[src/rtl/a2d_resp_pkg.sv]
// Shared A2D definitions: SPI responder state encoding, frame geometry and
// the saturating bit-counter helper.
package a2d_resp_pkg;

    typedef enum logic {IDLE, SHIFT} state_t;

    localparam int FRM_LEN = 16;
    localparam int CH_HI   = 13;
    localparam int CH_LO   = 11;
    localparam int RES_W   = 12;
    localparam int CNT_W   = 5;
    localparam int CNT_SAT = FRM_LEN + 1;

    // Stops at one past a full frame so an over-long frame can never alias to 16.
    function automatic logic [CNT_W-1:0] cnt_inc(input logic [CNT_W-1:0] c);
        return (c == CNT_W'(CNT_SAT)) ? c : c + CNT_W'(1);
    endfunction

endpackage

[src/rtl/a2d_resp_edge_det.sv]
// Two-flop synchronizer plus history flop; flags single-clk rise/fall of an
// asynchronous input. All flops preset high to match idle-high SPI lines.
module spi_edge_det (
    input  logic clk,
    input  logic rst_n,
    input  logic raw,
    output logic synced,
    output logic rise,
    output logic fall
);

    logic ff1, ff2, hist;

    always_ff @(posedge clk or negedge rst_n) begin
        if (!rst_n) begin
            ff1  <= 1'b1;
            ff2  <= 1'b1;
            hist <= 1'b1;
        end else begin
            ff1  <= raw;
            ff2  <= ff1;
            hist <= ff2;
        end
    end

    assign synced = ff2;
    assign rise   = ff2 & ~hist;
    assign fall   = ~ff2 & hist;

endmodule

[src/rtl/a2d_resp.sv]
// SPI slave model of an A2D converter: accepts a 16-bit command, reports the
// channel field, and returns the conversion result MSB-first on MISO.
module a2d_resp
    import a2d_resp_pkg::*;
(
    input  logic             clk,
    input  logic             rst_n,
    input  logic             SS_n,
    input  logic             SCLK,
    input  logic             MOSI,
    output logic             MISO,
    input  logic [RES_W-1:0] tx_data,
    output logic [2:0]       chnnl,
    output logic             cmd_rdy,
    output logic             frm_err
);

    logic ss_s, ss_rise, ss_fall;
    logic sclk_s, sclk_rise, sclk_fall;
    logic mosi_ff1, mosi_s;

    state_t             state;
    logic [FRM_LEN-1:0] rx_shft;
    logic [FRM_LEN-1:0] tx_shft;
    logic [CNT_W-1:0]   bit_cnt;

    spi_edge_det u_ss (
        .clk    (clk),
        .rst_n  (rst_n),
        .raw    (SS_n),
        .synced (ss_s),
        .rise   (ss_rise),
        .fall   (ss_fall)
    );

    spi_edge_det u_sclk (
        .clk    (clk),
        .rst_n  (rst_n),
        .raw    (SCLK),
        .synced (sclk_s),
        .rise   (sclk_rise),
        .fall   (sclk_fall)
    );

    // Same depth as the SCLK path so MOSI is sampled alongside its rise.
    always_ff @(posedge clk or negedge rst_n) begin
        if (!rst_n) begin
            mosi_ff1 <= 1'b0;
            mosi_s   <= 1'b0;
        end else begin
            mosi_ff1 <= MOSI;
            mosi_s   <= mosi_ff1;
        end
    end

    always_ff @(posedge clk or negedge rst_n) begin
        if (!rst_n) begin
            state   <= IDLE;
            rx_shft <= '0;
            tx_shft <= '0;
            bit_cnt <= '0;
            chnnl   <= '0;
            cmd_rdy <= 1'b0;
            frm_err <= 1'b0;
        end else begin
            cmd_rdy <= 1'b0;
            frm_err <= 1'b0;
            case (state)
                IDLE: begin
                    if (ss_fall) begin
                        tx_shft <= {4'h0, tx_data};
                        bit_cnt <= '0;
                        state   <= SHIFT;
                    end
                end
                SHIFT: begin
                    // End of frame wins over a coincident SCLK edge.
                    if (ss_rise) begin
                        if (bit_cnt == CNT_W'(FRM_LEN)) begin
                            chnnl   <= rx_shft[CH_HI:CH_LO];
                            cmd_rdy <= 1'b1;
                        end else begin
                            frm_err <= 1'b1;
                        end
                        state <= IDLE;
                    end else if (sclk_rise) begin
                        rx_shft <= {rx_shft[FRM_LEN-2:0], mosi_s};
                        bit_cnt <= cnt_inc(bit_cnt);
                    end else if (sclk_fall && bit_cnt != '0) begin
                        tx_shft <= {tx_shft[FRM_LEN-2:0], 1'b0};
                    end
                end
                default: state <= IDLE;
            endcase
        end
    end

    assign MISO = ~ss_s & tx_shft[FRM_LEN-1];

    logic unused_ok;
    assign unused_ok = &{1'b0, rx_shft[FRM_LEN-1], sclk_s};

endmodule

[config.mk]
export PLATFORM = sky130hd
export DESIGN_NAME = a2d_resp
export DESIGN_NICKNAME = d
export VERILOG_FILES = /design/src/rtl/a2d_resp_pkg.sv /design/src/rtl/a2d_resp_edge_det.sv /design/src/rtl/a2d_resp.sv
export SDC_FILE = /design/constraint.sdc
export NUM_CORES = 1
export LEC_CHECK = 0
export BUFFER_PORTS_ARGS = -buffer_cell sky130_fd_sc_hd__buf_2
export CAP_MARGIN = 20
export CORE_ASPECT_RATIO = 1.4
export CORE_MARGIN = 2
export CORE_UTILIZATION = 50
export DETAILED_ROUTE_END_ITERATION = 10
export MAX_ROUTING_LAYER = met4
export PLACE_DENSITY = 0.67
export SLEW_MARGIN = 20
export SYNTH_ARGS = -nofsm -noshare
export SYNTH_HDL_FRONTEND = slang
export SYNTH_SLANG_ARGS = --single-unit
[constraint.sdc]
create_clock -name clk -period 2.3 [get_ports clk]
set_input_delay 0.23 -clock clk [delete_from_list [all_inputs] [get_ports clk]]
set_output_delay 0.23 -clock clk [all_outputs]
set_load 0.01 [all_outputs]
==> impl_results.html <==
<table>
<tr><th>Metric</th><th>Value</th></tr>
<tr><th colspan="2">Run status</th></tr>
<tr><td>Run status</td><td>completed</td></tr>
<tr><th colspan="2">Yosys</th></tr>
<tr><td>Portion of the post-synthesis area used by sequential elements</td><td>54.7%</td></tr>
<tr><td>Synthesized-area fraction occupied by ao, oa, aoi and oai cells</td><td>11.6%</td></tr>
<tr><td>Synth Area in Simple Gates</td><td>12.0%</td></tr>
<tr><td>Cell area after technology mapping</td><td>2260 µm²</td></tr>
<tr><td>Number of enable-type register cells in the synthesized netlist</td><td>0</td></tr>
<tr><td>Flip-flop and latch count after synthesis</td><td>49</td></tr>
<tr><td>Yosys Warn Count</td><td>0</td></tr>
<tr><td>Top cell type by total area after synthesis</td><td>sky130_fd_sc_hd__dfrtp_1</td></tr>
<tr><td>Commonest cells in the netlist</td><td>sky130_fd_sc_hd__dfrtp_1, sky130_fd_sc_hd__nand2b_1, sky130_fd_sc_hd__nand2_1, sky130_fd_sc_hd__o22ai_1</td></tr>
<tr><td>Mux cell area share after synthesis</td><td>15.0%</td></tr>
<tr><td>Most frequent cell after synthesis</td><td>sky130_fd_sc_hd__dfrtp_1</td></tr>
<tr><td>Area share of fa/ha/maj cells after synthesis</td><td>1.66%</td></tr>
<tr><td>Area contributors post-synth</td><td>sky130_fd_sc_hd__dfrtp_1, sky130_fd_sc_hd__dfstp_2, sky130_fd_sc_hd__mux2_4</td></tr>
<tr><td>Flip-flop cell with the highest count after synthesis</td><td>sky130_fd_sc_hd__dfrtp_1</td></tr>
<tr><td>Parity-gate share of the synthesized area counting xor and xnor cells</td><td>0.776%</td></tr>
<tr><td>Number of nets in the synthesized netlist</td><td>201</td></tr>
<tr><td>Proportion of netlist area held by the largest area contributor</td><td>47.7%</td></tr>
<tr><td>Share of synthesized registers carrying an async set or reset</td><td>100%</td></tr>
<tr><td>Average cell area after synthesis</td><td>12.5 µm²</td></tr>
<tr><td>Main combinational cell family by area after synthesis</td><td>multiplexers</td></tr>
<tr><td>Cell variety after synth</td><td>38</td></tr>
<tr><td>Cells after synthesis</td><td>181</td></tr>
<tr><th colspan="2">Global route</th></tr>
<tr><td>Global route overflow</td><td>0</td></tr>
<tr><td>Antenna violations before repair</td><td>0</td></tr>
<tr><td>Pin count of the biggest net entering global routing</td><td>30</td></tr>
<tr><td>Wire length of the first global-routing pass</td><td>7070 µm</td></tr>
<tr><td>GR Util All Layers</td><td>18.4%</td></tr>
<tr><td>Vias in the first global route</td><td>1529</td></tr>
<tr><th colspan="2">CTS</th></tr>
<tr><td>CTS root buffer</td><td>sky130_fd_sc_hd__clkbuf_8</td></tr>
<tr><td>TritonCTS clock tree</td><td>yes</td></tr>
<tr><td>Depth of the CTS H-tree</td><td>2</td></tr>
<tr><td>Skew-Pair Late Insertion Delay</td><td>0.30 ns</td></tr>
<tr><td>Clock sinks</td><td>49</td></tr>
<tr><td>Number of buffers inserted during clock tree synthesis</td><td>5</td></tr>
<tr><td>Clock input transition at the sequential cells of the worst setup and hold paths</td><td>0.08 ns</td></tr>
<tr><td>Maximum buffer depth of the clock tree</td><td>2</td></tr>
<tr><td>Post CTS Setup Buffer Count</td><td>0</td></tr>
<tr><th colspan="2">Detailed routing</th></tr>
<tr><td>Aggregate routed wire length</td><td>3820 µm</td></tr>
<tr><td>Routed length per instance</td><td>14.3 µm</td></tr>
<tr><td>First-pass iteration count of the detailed router</td><td>4</td></tr>
<tr><td>Vias after detailed routing</td><td>1436</td></tr>
<tr><td>Detailed-route DRC error count</td><td>0</td></tr>
<tr><td>Initial drt markers</td><td>59</td></tr>
<tr><td>Number of vias per cell</td><td>5.40</td></tr>
<tr><td>Final antenna-violating net count</td><td>0</td></tr>
<tr><th colspan="2">STA</th></tr>
<tr><td>Max frequency</td><td>0.546 GHz</td></tr>
<tr><td>Relative slew slack</td><td>65.5%</td></tr>
<tr><td>Final number of max-transition violations</td><td>0</td></tr>
<tr><td>Clock skew</td><td>0.0122 ns</td></tr>
<tr><td>Final Setup Violations</td><td>0</td></tr>
<tr><td>Final period util</td><td>79.6%</td></tr>
<tr><td>Worst slack on hold paths</td><td>0.0257 ns</td></tr>
<tr><td>Total Neg Setup Slack</td><td>0 ns</td></tr>
<tr><td>Min Clock Period, post-route</td><td>1.83 ns</td></tr>
<tr><td>Setup repair after global routing missed its margin</td><td>no</td></tr>
<tr><td>Count of final hold-check violations</td><td>0</td></tr>
<tr><td>Slew at the pin closest to its max-slew limit</td><td>0.518 ns</td></tr>
<tr><th colspan="2">Place</th></tr>
<tr><td>Routability congestion estimate from global placement</td><td>0.905</td></tr>
<tr><td>Cell area after placement</td><td>2400 µm²</td></tr>
<tr><td>Post-DP HPWL</td><td>2850 µm</td></tr>
<tr><td>Number of port buffers</td><td>22</td></tr>
<tr><th colspan="2">Pwr</th></tr>
<tr><td>Peak ir drop on the vdd network</td><td>0.000442 V</td></tr>
<tr><td>Power Density</td><td>873 nW/µm²</td></tr>
<tr><td>Leakage power figure</td><td>1.13 nW</td></tr>
<tr><td>PnR Total Power</td><td>2.18 mW</td></tr>
<tr><th colspan="2">Setup path</th></tr>
<tr><td>Required @ worst endpoint</td><td>2.48 ns</td></tr>
<tr><td>Crit Path Max Fanout</td><td>9</td></tr>
<tr><td>Crit path capture type</td><td>flop</td></tr>
<tr><td>Arrival time at the worst endpoint</td><td>2.01 ns</td></tr>
<tr><td>Worst Setup Path Type</td><td>flop to flop</td></tr>
<tr><td>Kind of start point of the critical path</td><td>flop</td></tr>
<tr><th colspan="2">Die</th></tr>
<tr><td>Floorplan die width</td><td>60.8 µm</td></tr>
<tr><td>Row count</td><td>28</td></tr>
<tr><td>Starting density of the core</td><td>52.8%</td></tr>
<tr><td>Placeable core region</td><td>4270 µm²</td></tr>
<tr><td>Die Span Y</td><td>83.5 µm</td></tr>
<tr><td>Count of boundary I/O pins</td><td>23</td></tr>
<tr><td>Die Footprint</td><td>5070 µm²</td></tr>
<tr><th colspan="2">Finish</th></tr>
<tr><td>Layout area overhead</td><td>10.6%</td></tr>
<tr><td>Summed area of non-filler cells in the final layout</td><td>2500 µm²</td></tr>
<tr><td>Net count of the finished layout</td><td>225</td></tr>
<tr><td>Antenna cells</td><td>0</td></tr>
<tr><td>Proportion of layout cells with a drive suffix above 1</td><td>31.1%</td></tr>
<tr><th colspan="2">Worst hold path</th></tr>
<tr><td>Hold Path Class</td><td>input port to flop</td></tr>
<tr><th colspan="2">Flow run</th></tr>
<tr><td>Number of max-capacitance violations reported</td><td>0</td></tr>
</table>
layer usage:
layer  GRT usage [%]  up-vias  part of all wire (%)  routed length [µm]
li1                -      692                     -                   -
met1            23.8      709                    44                1670
met2            28.4       29                    52                1970
met3            4.19        6                   3.4                 128
met4            5.93        0                   1.3                  48
met5               -        -                     0                   0
timing repair:
action	in CTS	in global routing
resized for setup	0	0
endpoints found under the setup margin	0	0
endpoints found under the hold margin	19	0
hold buffers	1	0
cell families (layout without fill, tap and decap cells):
kind of cell / after synthesis / in the layout
DFF: 49 / 49
and+or+nand+nor: 47 / 47
buffers and inverters: 15 / 40
muxes: 28 / 28
xor gates and xnor gates: 2 / 2
adders and majority gates: 3 / 3
AOI/OAI and AO/OA: 37 / 37
area by class of cell:
| type | count | area [µm²] |
|---|---|---|
| inverters | 5 | 21.3 |
| multi-input cells | 117 | 927 |
| fillers | 383 | 1780 |
| well taps | 60 | 75.1 |
| clock buffers | 6 | 72.6 |
| repair buffers | 27 | 150 |
| flip-flops and latches | 49 | 1230 |
| clock inverters | 2 | 16.3 |
state kept, by name, indices dropped and copies added, names as in the netlist:
signal / count
bit_cnt: 5
chnnl: 3
cmd_rdy: 1
frm_err: 1
mosi_ff1: 1
mosi_s: 1
rx_shft: 14
state: 1
tx_shft: 16
u_sclk.ff1: 1
u_sclk.hist: 1
u_sclk.synced: 1
u_ss.ff1: 1
u_ss.hist: 1
u_ss.synced: 1
critical path: stages (launching register included):
cell and delay (ns):
sky130_fd_sc_hd__dfrtp_1 0.40, sky130_fd_sc_hd__inv_1 0.09, sky130_fd_sc_hd__ha_1 0.24, sky130_fd_sc_hd__a311oi_4 0.43, sky130_fd_sc_hd__buf_4 0.27, sky130_fd_sc_hd__mux2i_1 0.21
sky130_fd_sc_hd__a21oi_1 0.08
worst paths after layout:
check                           slack, ns  cells after the start       endpoint        from
worst max register to register       0.47                      6     tx_shft[6]  bit_cnt[0]
max in group asynchronous            1.14                      3  u_sclk.synced       rst_n
worst min register to register       0.36                      0         mosi_s    mosi_ff1
worst max-delay path                 0.47                      6     tx_shft[6]  bit_cnt[0]
worst min-delay path                 0.03                      1       u_ss.ff1        SS_n
min in group asynchronous            0.39                      2       chnnl[2]       rst_n
report_power, final:
group / internal (mW) / total, mW / leakage [nW] / switching (mW)
logic: 0.282 / 0.501 / 0.474 / 0.219
clock network: 0.216 / 0.492 / 0.0414 / 0.276
registers: 1.05 / 1.19 / 0.611 / 0.136
through the flow:
step / std cells / worst slack [ns] / util, %
floorplan: 181 / 0.643 / -
global placement: 257 / 0.520 / 56.1
detailed placement: 257 / 0.473 / 56.1
CTS: 266 / 0.459 / 58.4
global route: 266 / 0.293 / 58.4
finish: 266 / 0.470 / 58.4
layout by cell type, fill, tap and decap left out, types with 3 or more instances in the layout:
master	instances
sky130_fd_sc_hd__dfrtp_1	43
sky130_fd_sc_hd__buf_2	22
sky130_fd_sc_hd__nand2b_1	14
sky130_fd_sc_hd__nand2_1	12
sky130_fd_sc_hd__o22ai_1	12
sky130_fd_sc_hd__mux2i_1	11
sky130_fd_sc_hd__a21oi_1	11
sky130_fd_sc_hd__mux2_4	10
sky130_fd_sc_hd__mux2_2	7
sky130_fd_sc_hd__dfstp_2	6
sky130_fd_sc_hd__nor3_1	5
sky130_fd_sc_hd__nand3_1	5
sky130_fd_sc_hd__clkbuf_8	5
sky130_fd_sc_hd__inv_1	4
sky130_fd_sc_hd__o21ai_0	4
sky130_fd_sc_hd__buf_4	4
sky130_fd_sc_hd__o221a_2	3
sky130_fd_sc_hd__ha_1	3
No activity file was read; power rests on OpenSTA's default activity.
